File: config.mk
export PLATFORM = sky130hd
export DESIGN_NAME = arena_start
export DESIGN_NICKNAME = d
export VERILOG_FILES = /design/src/rtl/arena_start.sv
export SDC_FILE = /design/constraint.sdc
export NUM_CORES = 1
export LEC_CHECK = 0
export ABC_AREA = 1
export CAP_MARGIN = 15
export CORE_MARGIN = 2
export CORE_UTILIZATION = 48
export DETAILED_ROUTE_END_ITERATION = 6
export PLACE_DENSITY_LB_ADDON = 0.08
export SLEW_MARGIN = 10
export SYNTH_ARGS = -nofsm -noshare
export SYNTH_HDL_FRONTEND = slang
export SYNTH_SLANG_ARGS = --single-unit
File: constraint.sdc
create_clock -name Clock -period 1.3 [get_ports Clock]
set_input_delay 0.325 -clock Clock [delete_from_list [all_inputs] [get_ports Clock]]
set_output_delay 0.325 -clock Clock [all_outputs]
set_load 0.01 [all_outputs]
File: src/rtl/arena_start.sv
// Note launcher for one arena column: waits a difficulty-dependent gap, then
// lights the column's top cell for one tick when the LFSR permits.
//
// state | meaning
// IDLE  | game stopped, column dark
// GAP   | counting down the spawn gap, then waiting for lfsr bit 0
// LIGHT | note entering the column for one tick period
module arena_start #(
    parameter logic [7:0] SEED  = 8'hA5,
    parameter int         CNT_W = 8
) (
    input  logic             Clock,
    input  logic             Reset,
    input  logic             tick,
    input  logic             enable,
    input  logic [1:0]       difficulty,
    output logic             nextLight,
    output logic [CNT_W-1:0] spawnCount,
    output logic             busy
);

    typedef enum logic [1:0] {
        IDLE  = 2'd0,
        GAP   = 2'd1,
        LIGHT = 2'd2
    } state_t;

    state_t             state_q, state_d;
    logic [2:0]         gap_q, gap_d;
    logic [7:0]         lfsr_q, lfsr_d;
    logic [CNT_W-1:0]   spawn_q, spawn_d;
    logic               light_q, light_d;
    logic               busy_q, busy_d;
    logic [2:0]         gap_reload;
    logic               lfsr_fb;

    always_comb begin
        case (difficulty)
            2'b00:   gap_reload = 3'd7;
            2'b01:   gap_reload = 3'd5;
            2'b10:   gap_reload = 3'd3;
            default: gap_reload = 3'd1;
        endcase
    end

    assign lfsr_fb = lfsr_q[7] ^ lfsr_q[5] ^ lfsr_q[4] ^ lfsr_q[3];

    always_comb begin
        state_d = state_q;
        gap_d   = gap_q;
        lfsr_d  = lfsr_q;
        spawn_d = spawn_q;
        if (tick) begin
            // an all-zero LFSR would never advance again, so reseed it
            if (lfsr_q == 8'h00) begin
                lfsr_d = SEED;
            end else if (enable) begin
                lfsr_d = {lfsr_q[6:0], lfsr_fb};
            end
            if (!enable) begin
                state_d = IDLE;
                gap_d   = 3'd0;
            end else begin
                case (state_q)
                    IDLE: begin
                        state_d = GAP;
                        gap_d   = gap_reload;
                    end
                    GAP: begin
                        if (gap_q != 3'd0) begin
                            gap_d = gap_q - 3'd1;
                        end else if (lfsr_q[0]) begin
                            state_d = LIGHT;
                        end
                    end
                    LIGHT: begin
                        if (spawn_q != {CNT_W{1'b1}}) begin
                            spawn_d = spawn_q + 1'b1;
                        end
                        gap_d   = gap_reload;
                        state_d = GAP;
                    end
                    default: begin
                        state_d = IDLE;
                        gap_d   = 3'd0;
                    end
                endcase
            end
        end
        light_d = (state_d == LIGHT);
        busy_d  = (state_d != IDLE);
    end

    always_ff @(posedge Clock) begin
        if (!Reset) begin
            state_q <= IDLE;
            gap_q   <= 3'd0;
            lfsr_q  <= SEED;
            spawn_q <= '0;
            light_q <= 1'b0;
            busy_q  <= 1'b0;
        end else begin
            state_q <= state_d;
            gap_q   <= gap_d;
            lfsr_q  <= lfsr_d;
            spawn_q <= spawn_d;
            light_q <= light_d;
            busy_q  <= busy_d;
        end
    end

    assign nextLight  = light_q;
    assign spawnCount = spawn_q;
    assign busy       = busy_q;

endmodule
Word-level counts from Yosys, hierarchy flattened
Index checks and enable logic that the tools add are counted.
{ "op_classes": {"n_addsub": 2, "n_eq_ne": 7, "mux": 11, "bitwise": 3, "n_reduce_logical": 10} }
{ "ops": {"columns": ["op", "n"], "rows": [
  ["2-to-1 mux 8 bit", 2],
  ["one-hot mux 3 bit (3 select lines)", 1],
  ["adder 8 x 1 -> 8 bit (second input constant)", 1],
  ["zero test 8 bit", 1],
  ["2-to-1 mux 2 bit", 4],
  ["inequality test 8 bit (second input constant)", 1],
  ["equality test 2 bit (second input constant)", 3],
  ["2-to-1 mux 3 bit", 2],
  ["one-hot mux 3 bit (2 select lines)", 1],
  ["equality test 2 x 1 -> 1 bit (second input constant)", 2],
  ["zero test 2 bit", 2],
  ["one-hot mux 2 bit (2 select lines)", 1],
  ["AND reduction 2 bit", 2],
  ["AND reduction 4 bit", 1],
  ["nonzero test 2 bit", 2],
  ["inequality test 3 bit (second input constant)", 1],
  ["nonzero test 3 bit", 1],
  ["subtractor 3 x 1 -> 3 bit (second input constant)", 1],
  ["bitwise XOR 1 bit", 3],
  ["OR reduction 2 bit", 1]
]} }
{ "totals": {"regBits": 23, "input_bits": 6, "output_inout_bits": 10, "elab_cells": 39} }

Logic depth before layout (Yosys ltp)
Gate-level depths: netlist (run 1).
{ "logic_depth": {"depth_word": 6, "ltp_mapped": 9, "depth_no_buf": 9} }

Least setup slack after synthesis (run 1)
OpenSTA, ideal clock, no wires.
{ "synth_timing": {"path_kind": "register -> register", "from": "register spawn_q[1], in the netlist spawnCount[1]", "to": "register spawn_q[0], in the netlist spawnCount[0]", "arrival_ps": 1214, "t_required_ps": 1187, "slack_ps": -28, "path_stages_with_launch": 9, "period_less_slack_ps": 1328, "path_cell_list": "dfxtp_1 ha_1 nand2_1 inv_1 nand3_2 nand2_4 clkinv_4 nor2_1 nor2_1"} }
{ "synth_via": {"elab_chain_cells": 2} }
{ "synth_lines": {"columns": ["element", "line_no", "source"], "rows": [
  ["start: declaration", "31", "logic [CNT_W-1:0] spawn_q, spawn_d;"],
  ["start signal: assignment", "106", "spawn_q <= spawn_d;"],
  ["inequality test 8 bit", "77", "if (spawn_q != {CNT_W{1'b1}}) begin"],
  ["AND reduction 4 bit (no line)", null, null]
]} }
No other way between the ends.
A chain may end at the register's enable or synchronous reset.

Final worst setup path (run 1)
{ "layout_timing": {"from": "register spawn_q[1], in the netlist spawnCount[1]", "to": "output port spawnCount[1]"} }
{ "layout_rtl": {"columns": ["element", "line_no", "source"], "rows": [
  ["end: declaration", "18", "output logic [CNT_W-1:0] spawnCount,"]
]} }
No word-level cell between the ends.

==> impl_metrics.yaml, run 1 <==
status:
  status: "completed"
sta:
  slew_headroom: 0.817
  clock.fmax_mhz: 788
  fin_crit_ns: 1.27
  post-route-period-util: 0.976
  rsz0062_at_grt: "true"
  tightest_slew_ns: 0.273
  hold_viol: 0
  finalClockSkew_ns: 0.0154
  slew_viol_final: 0
  fin_ws_ns: 0.0309
  setup_violations: 0
  hold-worst-slack_ns: 0.469
power:
  p_int_mw: 0.948
  p_sw_frac: 0.275
  p_per_area_nw_per_um2: 776
  pwr-share-comb: 0.162
  seqPwrFrac: 0.577
  switchingPower_mw: 0.359
  clockPowerShare: 0.261
  ir_worst_vdd_mv: 0.676
  p_leak_nw: 0.746
critical_path:
  critPathCaptureType: "primary output"
  r2r_slack_ns: 0.03
  reg2reg_from: "gap_q[0]$_SDFFE_PN0P_"
  critical_path_class: "flip-flop to primary output"
  crit_arrival_ns: 0.94
  cpPeakStageDelay_ns: 0.35
  critPathMaxFanout: 2
  worstReg2RegEnd: "nextLight$_SDFF_PN0_"
  crit_slowest_cell: "dfxtp_2"
  worstSetupStartpointType: "flip-flop"
  crit_buf_inv: 1
  cp.required_ns: 0.98
  worstPathCellList: "dlygate4sd2_1"
  r2r_cells: 9
  critPathTopFamily: "flip-flops"
placement:
  gp_congestion: 0.829
  pre_cts_slack_ns: -0.351
  hpwl_mm: 2.12
  port_buffers: 15
  placed_area_um2: 1510
die:
  num_rows: 18
  die_h_um: 53.9
  core-area_um2: 2410
  ios: 16
  die_w_um: 53.9
  die_area_um2: 2910
  initial_core_util: 0.496
routing:
  drc_errors: 0
  dr_total_vias: 1249
  drtPass1Iterations: 4
  post_drt_wl_per_cell_um: 12.5
  ant_nets: 0
  finalWirelength_mm: 3.09
  drt_iter0_markers: 17
  viasPerCell: 5.04
run:
  cap_violations: 0
cts:
  cts_buffer_depth: 2
  ctsHoldBuffers: 0
  path_clk_slew_ns: 0.14
  htreeDepth: 1
  numCtsBuffers: 3
  cts_sinks: 23
  clk_latency_ns: 0.32
  cts_tree: "yes"
  clock-root-buffer: "clkbuf_4"
global_routing:
  gr-total-overflow: 0
  antenna_found_initial: 0
  grtUsageTotal: 0.220
  grt_max_degree: 13
  grt_pass1_vias: 1132
  grt_pass1_wl_mm: 4.61
final_layout:
  nFillCells: 202
  drive_gt1_frac: 0.335
  multi_input_area_um2: 732
  final_common_cell: "nand2_1"
  layout_common_cells: "42 x nand2_1, 25 x nor2_1, 18 x inv_1, 18 x buf_4, 17 x nand3_1"
  register_area_um2: 477
  fin_util: 0.699
  stdcell_area_um2: 1680
  n_antenna_cell: 0
  nets: 228
  syn2layout_area_growth_pct: 40.8
yosys:
  synth-seq-cells: 23
  syn_area_um2: 1200
  syn_area_per_cell_um2: 6.65
  synth_fp_nets: 189
  synth_warnings: 0
  ys_seq_area_frac: 0.385
  ys_types: 25
  synthCells: 180
min_path:
  whs_endpoint: "gap_q[0]$_SDFFE_PN0P_"
  hold_class: "input pin to flip-flop"
  hold_start: "enable"
  hold_path_depth: 5
==> timing repair <==
| item | in CTS | in global routing |
|---|---|---|
| gates resized for setup | 33 | 31 |
| endpoints found under the setup margin | 18 | 20 |
| setup buffers | 1 | 4 |
| pin swaps | 7 | 11 |
==> per-stage QoR <==
step	power [mW]	instances	setup TNS [ns]
floorplan	0.868	180	0
global placement	0.938	239	-5.17
detailed placement	0.945	239	-5.57
CTS	1.30	244	-0.0316
global route	1.36	248	-0.154
finish	1.31	248	0
==> logic make-up (layout without fill, tap and decap cells) <==
kind of cell / count (synthesis) / count (layout) / synth area share
adder cells (fa/ha/maj): 3 / 3 / 0.0314
AO/OA/AOI/OAI: 18 / 18 / 0.0826
AND/OR/NAND/NOR: 108 / 108 / 0.404
XOR/XNOR: 1 / 1 / 0.00732
buffers and inverters: 27 / 65 / 0.0899
flip-flops: 23 / 23 / 0.385
==> routing by layer <==
metal	up-vias	part of all wire	wire length (µm)	GRT usage
met1	572	0.45	1400	0.259
met5	-	0	0	0
met3	9	0.023	70	0.0250
met4	0	0.020	61	0.0812
li1	647	-	-	-
met2	21	0.50	1560	0.404
==> tightest hold or removal path, stage by stage <==
cell and delay, ns:
dlymetal6s2s_1 0.14, nand3_1 0.09, nand2_2 0.07, nand2_1 0.08, a21oi_2 0.05
==> power by group through the flow <==
stage / combinational [mW] / clock [mW] / sequential, mW
6_report: 0.211 / 0.342 / 0.754
5_1_grt: 0.234 / 0.370 / 0.758
4_1_cts: 0.192 / 0.347 / 0.757
3_5_place_dp: 0.174 / 0 / 0.771
3_3_place_gp: 0.168 / 0 / 0.770
2_1_floorplan: 0.101 / 0 / 0.767
==> synth_stat cells <==
cell	instances	area, µm²
a211oi_1	1	7.51
a21oi_1	7	35.0
a21oi_2	1	8.76
buf_2	1	5.00
clkbuf_1	1	3.75
clkinv_4	1	8.76
dfxtp_1	23	460
ha_1	3	37.5
inv_1	23	86.3
inv_2	1	3.75
nand2_1	48	180
nand2_2	3	18.8
nand2_4	1	11.3
nand3_1	18	90.1
nand3_2	1	10.0
nand3b_1	2	15.0
nand4_1	3	18.8
nor2_1	28	105
nor2_2	2	12.5
nor3_1	1	5.00
nor3_4	1	16.3
o21ai_0	5	25.0
o21ai_1	2	10.0
o22ai_1	2	12.5
xor2_1	1	8.76
==> state kept, by name, summed over array words and instances (netlist names) <==
signal / flops
lfsr_q: 8
busy: 1
state_q: 2
gap_q: 3
spawnCount: 8
nextLight: 1
==> how the worst max path moves through the flow <==
| stage | startpoint | to | slack, ns | depth (start not counted) |
|---|---|---|---|---|
| 2_1_floorplan | gap_q[0]$_SDFFE_PN0P_ | nextLight$_SDFF_PN0_ | 0.02 | 9 |
| 3_3_place_gp | tick | lfsr_q[6]$_SDFFE_PN0P_ | -0.32 | 7 |
| 3_5_place_dp | tick | lfsr_q[1]$_SDFFE_PN0P_ | -0.35 | 7 |
| 4_1_cts | spawnCount[0]$_SDFFE_PN0P_ | spawnCount[0] | -0.02 | 1 |
| 5_1_grt | gap_q[0]$_SDFFE_PN0P_ | nextLight$_SDFF_PN0_ | -0.05 | 9 |
| 6_report | spawnCount[1]$_SDFFE_PN0P_ | spawnCount[1] | 0.03 | 1 |
==> final cells by class <==
class	instances	share of cell area
multi-input cells	130	0.435
inverters	25	0.0587
repair buffers	36	0.186
well taps	30	0.0223
flip-flops and latches	23	0.283
clock buffers	4	0.0156
Power figures use the tool's default switching activity.
==> run 2, diff against run 1 <==
--- a/config.mk
+++ b/config.mk
@@ -9,6 +9,7 @@
 export CAP_MARGIN = 15
 export CORE_MARGIN = 2
 export CORE_UTILIZATION = 48
+export CTS_CLUSTER_SIZE = 28
 export DETAILED_ROUTE_END_ITERATION = 6
 export PLACE_DENSITY_LB_ADDON = 0.08
 export SLEW_MARGIN = 10
==> results of run 2 <==
No change in the layout: final DEF, timing and power equal those of run 1.
